`config.mk`:
```
export PLATFORM = sky130hd
export DESIGN_NAME = serial_adder_ctrl
export DESIGN_NICKNAME = d
export VERILOG_FILES = /design/src/rtl/serial_adder_pkg.sv /design/src/rtl/serial_adder_ctrl_fa_cell.sv /design/src/rtl/serial_adder_ctrl.sv
export SDC_FILE = /design/constraint.sdc
export NUM_CORES = 1
export LEC_CHECK = 0
export CAP_MARGIN = 20
export CELL_PAD_IN_SITES_DETAIL_PLACEMENT = 2
export CELL_PAD_IN_SITES_GLOBAL_PLACEMENT = 2
export CORE_MARGIN = 2
export CORE_UTILIZATION = 32
export DETAILED_ROUTE_END_ITERATION = 16
export DONT_BUFFER_PORTS = 1
export PLACE_DENSITY = 0.73
export RECOVER_POWER = 100
export SYNTH_ARGS = -nofsm -noshare
export SYNTH_HDL_FRONTEND = slang
export SYNTH_HIERARCHICAL = 1
export SYNTH_SLANG_ARGS = --single-unit
```
`constraint.sdc`:
```
create_clock -name clk -period 2.35 [get_ports clk]
set_input_delay 0.705 -clock clk [delete_from_list [all_inputs] [get_ports clk]]
set_output_delay 0.705 -clock clk [all_outputs]
set_load 0.02 [all_outputs]
```
`src/rtl/serial_adder_pkg.sv`:
```
// Shared types and helpers for the bit-serial adder controller.
// State encoding and counter-width helper.
package serial_adder_pkg;

  typedef enum logic [1:0] {
    IDLE = 2'd0,
    RUN  = 2'd1,
    DONE = 2'd2
  } state_t;

  // Bit counter width; at least one bit even for WIDTH=1.
  function automatic int cnt_w(input int w);
    return (w > 1) ? $clog2(w) : 1;
  endfunction

endpackage

```
`src/rtl/serial_adder_ctrl_fa_cell.sv`:
```
// Gate-level 1-bit full adder.
// The single arithmetic cell sequenced by serial_adder_ctrl.
module fa_cell (
  input  logic i_a,
  input  logic i_b,
  input  logic i_cin,
  output logic o_sum,
  output logic o_cout
);

  logic w_axb;
  logic w_ab;
  logic w_cx;

  assign w_axb  = i_a ^ i_b;
  assign w_ab   = i_a & i_b;
  assign w_cx   = w_axb & i_cin;
  assign o_sum  = w_axb ^ i_cin;
  assign o_cout = w_ab | w_cx;

endmodule

```
`src/rtl/serial_adder_ctrl.sv`:
```
// Bit-serial adder controller: one fa_cell over WIDTH cycles.
// Optional subtract mode via `define SERIAL_ADDER_SUB_EN.
module serial_adder_ctrl
  import serial_adder_pkg::*;
#(
  parameter int WIDTH = 8
) (
  input  logic             clk,
  input  logic             rst,
  input  logic             in_valid,
  output logic             in_ready,
  input  logic [WIDTH-1:0] a,
  input  logic [WIDTH-1:0] b,
  input  logic             cin,
`ifdef SERIAL_ADDER_SUB_EN
  input  logic             sub,
`endif
  output logic             out_valid,
  input  logic             out_ready,
  output logic [WIDTH-1:0] sum,
  output logic             cout,
  output logic             busy
);

  localparam int CNT_W = cnt_w(WIDTH);

  state_t           r_state;
  state_t           w_next;
  logic [CNT_W-1:0] r_cnt;
  logic             r_carry;
  logic [WIDTH-1:0] r_a;
  logic [WIDTH-1:0] r_b;
  logic [WIDTH-1:0] r_sum;
  logic             r_cout;

  logic w_acc;
  logic w_last;
  logic w_sub;
  logic w_abit;
  logic w_bbit;
  logic w_s;
  logic w_c;

`ifdef SERIAL_ADDER_SUB_EN
  assign w_sub = sub;
`else
  assign w_sub = 1'b0;
`endif

  assign w_acc  = in_valid & in_ready;
  assign w_last = (r_cnt == CNT_W'(WIDTH - 1));
  assign sum    = r_sum;
  assign cout   = r_cout;

  // Select the operand bits addressed by the bit counter.
  always_comb begin
    w_abit = 1'b0;
    w_bbit = 1'b0;
    for (int i = 0; i < WIDTH; i++) begin
      if (r_cnt == CNT_W'(i)) begin
        w_abit = r_a[i];
        w_bbit = r_b[i];
      end
    end
  end

  fa_cell u_fa (
    .i_a    (w_abit),
    .i_b    (w_bbit),
    .i_cin  (r_carry),
    .o_sum  (w_s),
    .o_cout (w_c)
  );

  // State register.
  always_ff @(posedge clk) begin
    if (rst) r_state <= IDLE;
    else     r_state <= w_next;
  end

  // Next-state and handshake outputs.
  always_comb begin
    w_next    = r_state;
    in_ready  = 1'b0;
    out_valid = 1'b0;
    busy      = 1'b0;
    unique case (r_state)
      IDLE: begin
        in_ready = 1'b1;
        if (in_valid) w_next = RUN;
      end
      RUN: begin
        busy = 1'b1;
        if (w_last) w_next = DONE;
      end
      DONE: begin
        busy      = 1'b1;
        out_valid = 1'b1;
        if (out_ready) w_next = IDLE;
      end
      default: w_next = IDLE;
    endcase
  end

  // Operand capture and one bit of serial addition per RUN cycle.
  always_ff @(posedge clk) begin
    if (rst) begin
      r_cnt   <= '0;
      r_carry <= 1'b0;
      r_a     <= '0;
      r_b     <= '0;
      r_sum   <= '0;
      r_cout  <= 1'b0;
    end else if (w_acc) begin
      r_a     <= a;
      r_b     <= w_sub ? ~b : b;
      r_carry <= w_sub ? 1'b1 : cin;
      r_cnt   <= '0;
    end else if (r_state == RUN) begin
      for (int i = 0; i < WIDTH; i++) begin
        if (r_cnt == CNT_W'(i)) r_sum[i] <= w_s;
      end
      r_carry <= w_c;
      r_cnt   <= r_cnt + CNT_W'(1);
      if (w_last) r_cout <= w_c;
    end
  end

endmodule

```
Yosys cells after proc, flatten, opt, wreduce, memory -nomap -nowiden
Index checks and enable logic that the tools add are counted.
Storage, ports and cells
  bits of input ports: 21
  bits in registers: 31
Operators by class
  equal/unequal tests: 12
  bitwise logic cells: 7
  mux-type cells: 25
  $add $sub $neg: 1
  reductions and logical operators: 14
Operators with widths (count)
  $reduce_and A3 Y1: 9
  $mux W1: 21
  $eq A3 B3 Y1 const B: 4
  $eq A3 B2 Y1 const B: 2
  $mux W2: 3
  $ne A2 B2 Y1 const B: 3
  $pmux W2 S3: 1
  $reduce_or A2 Y1: 2
  $add A3 B1 Y3 const B: 1
  $and A1 B1 Y1: 3
  $eq A3 B1 Y1 const B: 1
  $logic_not A3 Y1: 1
  $eq A2 B1 Y1 const B: 1
  $eq A2 B2 Y1 const B: 1
  $logic_not A2 Y1: 1
  $reduce_bool A2 Y1: 1
  $xor A1 B1 Y1: 2
  $not A1 Y1: 1
  $or A1 B1 Y1: 1

Logic depth before layout (Yosys ltp)
Gate-level depths: netlist (run 1).
  depth after elaboration: 14
  mapped depth: 11

Hierarchy
Netlist (run 1), hierarchy kept.
By module, submodules not included
  serial_adder_ctrl: cells each 186, sequential area each 620.6 um^2, area each 1488.9 um^2, times used 1
  fa_cell: cells each 1, sequential area each 0.0 um^2, area each 20.0 um^2, times used 1

Least setup slack after synthesis (run 1)
OpenSTA, ideal clock, no wires.
  path type: reg2reg
  from: register r_cnt[2]
  to: register r_sum[1] (netlist: sum[1])
  clock period less this slack: 2.396 ns
  arrival time: 2.325 ns
  path slack: -0.046 ns
  library setup time: 0.070 ns
  cell stages (with the launch flop): 12
  cell sequence: dfxtp_1 buf_2 inv_1 ha_1 nand2_1 a21oi_1 a311oi_1 o22ai_1 fa_1 clkbuf_1 nand3_1 a21oi_1
Between the ends
  longest elaborated chain between the ends: 11
  elaborated cells between the ends (all ways): 27
Ends and longest elaborated chain
  start, declared: line serial_adder_ctrl.sv:29  | logic [CNT_W-1:0] r_cnt;
  start signal, assigned: line serial_adder_ctrl.sv:124  | r_cnt <= r_cnt + CNT_W'(1);
  $logic_not A3 Y1: line serial_adder_ctrl.sv:60  | if (r_cnt == CNT_W'(i)) begin
  $mux W1 (7 in series): line serial_adder_ctrl.sv:60
  $mux W1 *: line serial_adder_ctrl.sv:60
  via w_bbit: line serial_adder_ctrl.sv:40  | logic w_bbit;
  $xor A1 B1 Y1 *: line serial_adder_ctrl_fa_cell.sv:15  | assign w_axb = i_a ^ i_b;
  $xor A1 B1 Y1 *: line serial_adder_ctrl_fa_cell.sv:18  | assign o_sum = w_axb ^ i_cin;
  via w_s: line serial_adder_ctrl.sv:41  | logic w_s;
  end signal, assigned by index: line serial_adder_ctrl.sv:121  | if (r_cnt == CNT_W'(i)) r_sum[i] <= w_s;
  end, declared: line serial_adder_ctrl.sv:33  | logic [WIDTH-1:0] r_sum;
The timed path passes the listed nets; every way through them passes the cells marked *.
A chain may end at the register's enable or synchronous reset.

Final worst setup path (run 1)
  from: register r_cnt[1]
  to: register r_sum[0] (netlist: sum[0])
The elaborated chain is that of the path after synthesis.

==> flow_summary.ini, run 1 <==
[setup_path]
cp.arrival_ns = 2.61
end_kind = flop
slowest_delay_ns = 0.55
cpMaxStageDelayCell = fa_2
crit_family = adder cells
crit_path_cell_trace = buf_4 -> ha_4 -> ha_4 -> nand3b_1 -> a21oi_1 -> a311oi_2 -> o22ai_1 -> fa_2 -> mux2i_2 -> nor2_1
crit_top_cell = ha_4
cp-start-kind = flop
critPathRequiredTime_ns = 2.53
path_max_fanout = 8
worst-path-buf-inv = 1
critPathKind = reg -> reg

[pwr]
net-switching-power_w = 0.000779
p_sw_frac = 0.406
vdd_drop_max_uv = 424
p_leak_nw = 0.696
power_w = 0.00192
p_comb_frac = 0.429
power_density_mw_per_mm2 = 1070
power_report.internal_total_w = 0.00114
p_clk_frac = 0.211
seq_power_share = 0.360

[timing]
rsz0062_at_grt = yes
max_slew.worst_pin.slew_ns = 1.07
slew_headroom = 0.289
setup_ws_ns = -0.0847
period_share = 1.04
finalClockSkew_ns = 0.00602
setup-violations-final = 8
hold_viol = 0
period_needed_ns = 2.43
drv_slew = 0
max_freq_mhz = 411

[synthesis]
ys_ff_latch = 31
synth_top_area_frac = 0.411
ys_seq_area_frac = 0.411
yosysWarnings = 6
synthTopCellsByArea = dfxtp_1 41%, nand2_1 10%, a21oi_1 8.6%
synth_area_leader_cell = dfxtp_1
syn_nets = 218
netlist_area_mm2 = 0.00151
ys_types = 27
syn_inst = 187
avgSynthCellArea_um2 = 8.07

[flow_run]
maxCapViolations = 0

[clock_tree]
numCtsBuffers = 5
worstSkewPairLatency_ns = 0.28
clock_sinks = 31
h-tree-depth = 2
cts_hold_buf = 0
clkTransAtPathRegs_ns = 0.07
clock_path_buffers = 2
cts-root-buf = clkbuf_8
cts_tree = yes

[route]
drc_errors = 0
drt-pass1-iter-count = 4
first_iter_violations = 64
viasPerCell = 5.43
routed_wirelength_um = 4490
wl_per_cell_um = 18.2
ant_nets = 0
detailroute.via_count = 1342

[layout]
multi_input_area_um2 = 867
fin_area_mm2 = 0.00179
antenna_cells = 0
fill_cells = 513
final_cell_mix = 40 x nand2_1, 29 x dfxtp_1, 25 x a21oi_1
final_util = 0.402
regArea_um2 = 628
final_common_cell = nand2_1
areaGrowthSynthToFinish_pct = 18.3
drive_gt1_frac = 0.179
nNetsFinal = 225

[floorplanning]
die_h_um = 72.7
dieArea_mm2 = 0.00528
ioPinCount = 33
rows = 24
die_w_um = 72.7
placeableCoreArea_mm2 = 0.00444
initial_core_util = 0.340

[place]
io_buffers = 0
hpwl_um = 3150
post_dp_cell_area_mm2 = 0.00159
gp_congestion = 0.854
place_ws_ns = -0.236

[status]
status = finished with violations
failed_checks = setup timing

[global_route]
grt.total_usage = 0.178
grt_pass1_wl_um = 7220
grt.overflow.total = 0
grt_max_degree = 32
antenna_found_initial = 0
grt_pass1_vias = 1446

[hold_path]
hold_class = reg -> reg
final cells by class:
class | instances | area share
Tap cell | 52 | 0.0364
Timing Repair Buffer | 13 | 0.0547
Multi-Input combinational cell | 132 | 0.486
Sequential cell | 31 | 0.352
Inverter | 11 | 0.0245
Clock buffer | 5 | 0.0385
Clock inverter | 3 | 0.00841
kinds of logic (layout without fill, tap and decap cells):
family / Yosys count / count (layout) / synth area share
AO/OA/AOI/OAI: 39 / 39 / 0.153
XOR/XNOR: 1 / 1 / 0.00581
adder cells (fa/ha/maj): 10 / 10 / 0.0879
buffers and inverters: 24 / 32 / 0.0697
flip-flops: 31 / 31 / 0.411
multiplexers: 11 / 11 / 0.0730
AND/OR/NAND/NOR: 71 / 71 / 0.200
power by group through the flow:
stage | combinational [W] | sequential (W) | clock (W)
2_1_floorplan | 0.000569 | 0.000670 | 0
3_3_place_gp | 0.000694 | 0.000682 | 0
3_5_place_dp | 0.000743 | 0.000690 | 0
4_1_cts | 0.000763 | 0.000682 | 0.000420
5_1_grt | 0.000890 | 0.000703 | 0.000446
6_report | 0.000822 | 0.000691 | 0.000405
worst paths after layout:
check                              start      to  slack [ns]  cells after the start
worst max-delay path            r_cnt[1]  sum[0]       -0.08                     10
worst min-delay path              r_b[0]  r_b[0]        0.46                      2
worst max register to register  r_cnt[1]  sum[0]       -0.08                     10
worst min register to register    r_b[0]  r_b[0]        0.46                      2
registers in the layout, summed over array words and instances (netlist names):
signal   flops
r_a          8
r_b          8
sum          8
r_cnt        3
r_state      2
cout         1
r_carry      1
per-layer routing:
| layer | routed length [um] | share of wire | global-route usage |
|---|---|---|---|
| met1 | 2030 | 0.45 | 0.217 |
| met5 | 0 | 0 | 0 |
| met2 | 2230 | 0.50 | 0.313 |
| met4 | 38 | 0.0085 | 0.0432 |
| met3 | 185 | 0.041 | 0.0470 |
synth_stat cells:
cell	instances
a22o_1	1
buf_2	6
nor2b_1	2
nand3b_1	2
a2111oi_0	1
inv_1	10
dfxtp_1	31
nor2_1	15
a21oi_1	26
nand4_1	4
a2111oi_2	1
nand3_1	5
nand2_1	40
ha_1	9
o22ai_1	3
and2_2	1
a211oi_1	2
o21ai_0	3
a222oi_1	1
a311oi_1	1
buf_4	2
fa_1	1
xnor2_1	1
nor3_1	2
clkbuf_1	5
mux2i_1	11
inv_2	1
worst register-to-register path, delay by kind of cell (launching register included):
family | cells | cell delay [ns]
adder cells (fa/ha/maj) | 3 | 0.90
AND/OR/NAND/NOR | 2 | 0.23
flip-flops | 1 | 0.36
AO/OA/AOI/OAI | 3 | 0.49
buffers and inverters | 1 | 0.14
multiplexers | 1 | 0.21
metrics by stage:
stage | cells | hold WS, ns | setup TNS (ns)
final | 247 | 0.458 | -0.355
after CTS | 244 | 0.463 | 0
after detailed placement | 236 | 0.454 | -1.46
after floorplan | 187 | 0.433 | 0
after global placement | 236 | 0.445 | -0.560
after global routing | 247 | 0.473 | -1.26
repair_timing:
| item | CTS | global route |
|---|---|---|
| cloned | 0 | 0 |
| pin swaps | 4 | 6 |
| setup buffers | 0 | 3 |
| gates resized for setup | 9 | 12 |
| setup endpoints to repair | 9 | 8 |
(Power assumes the default switching activity.)
==> run 2: changes to the inputs <==
Settings changed: GPL_ROUTABILITY_DRIVEN set to 0.
==> results of run 2 <==
No change in the layout: final DEF, timing and power equal those of run 1.
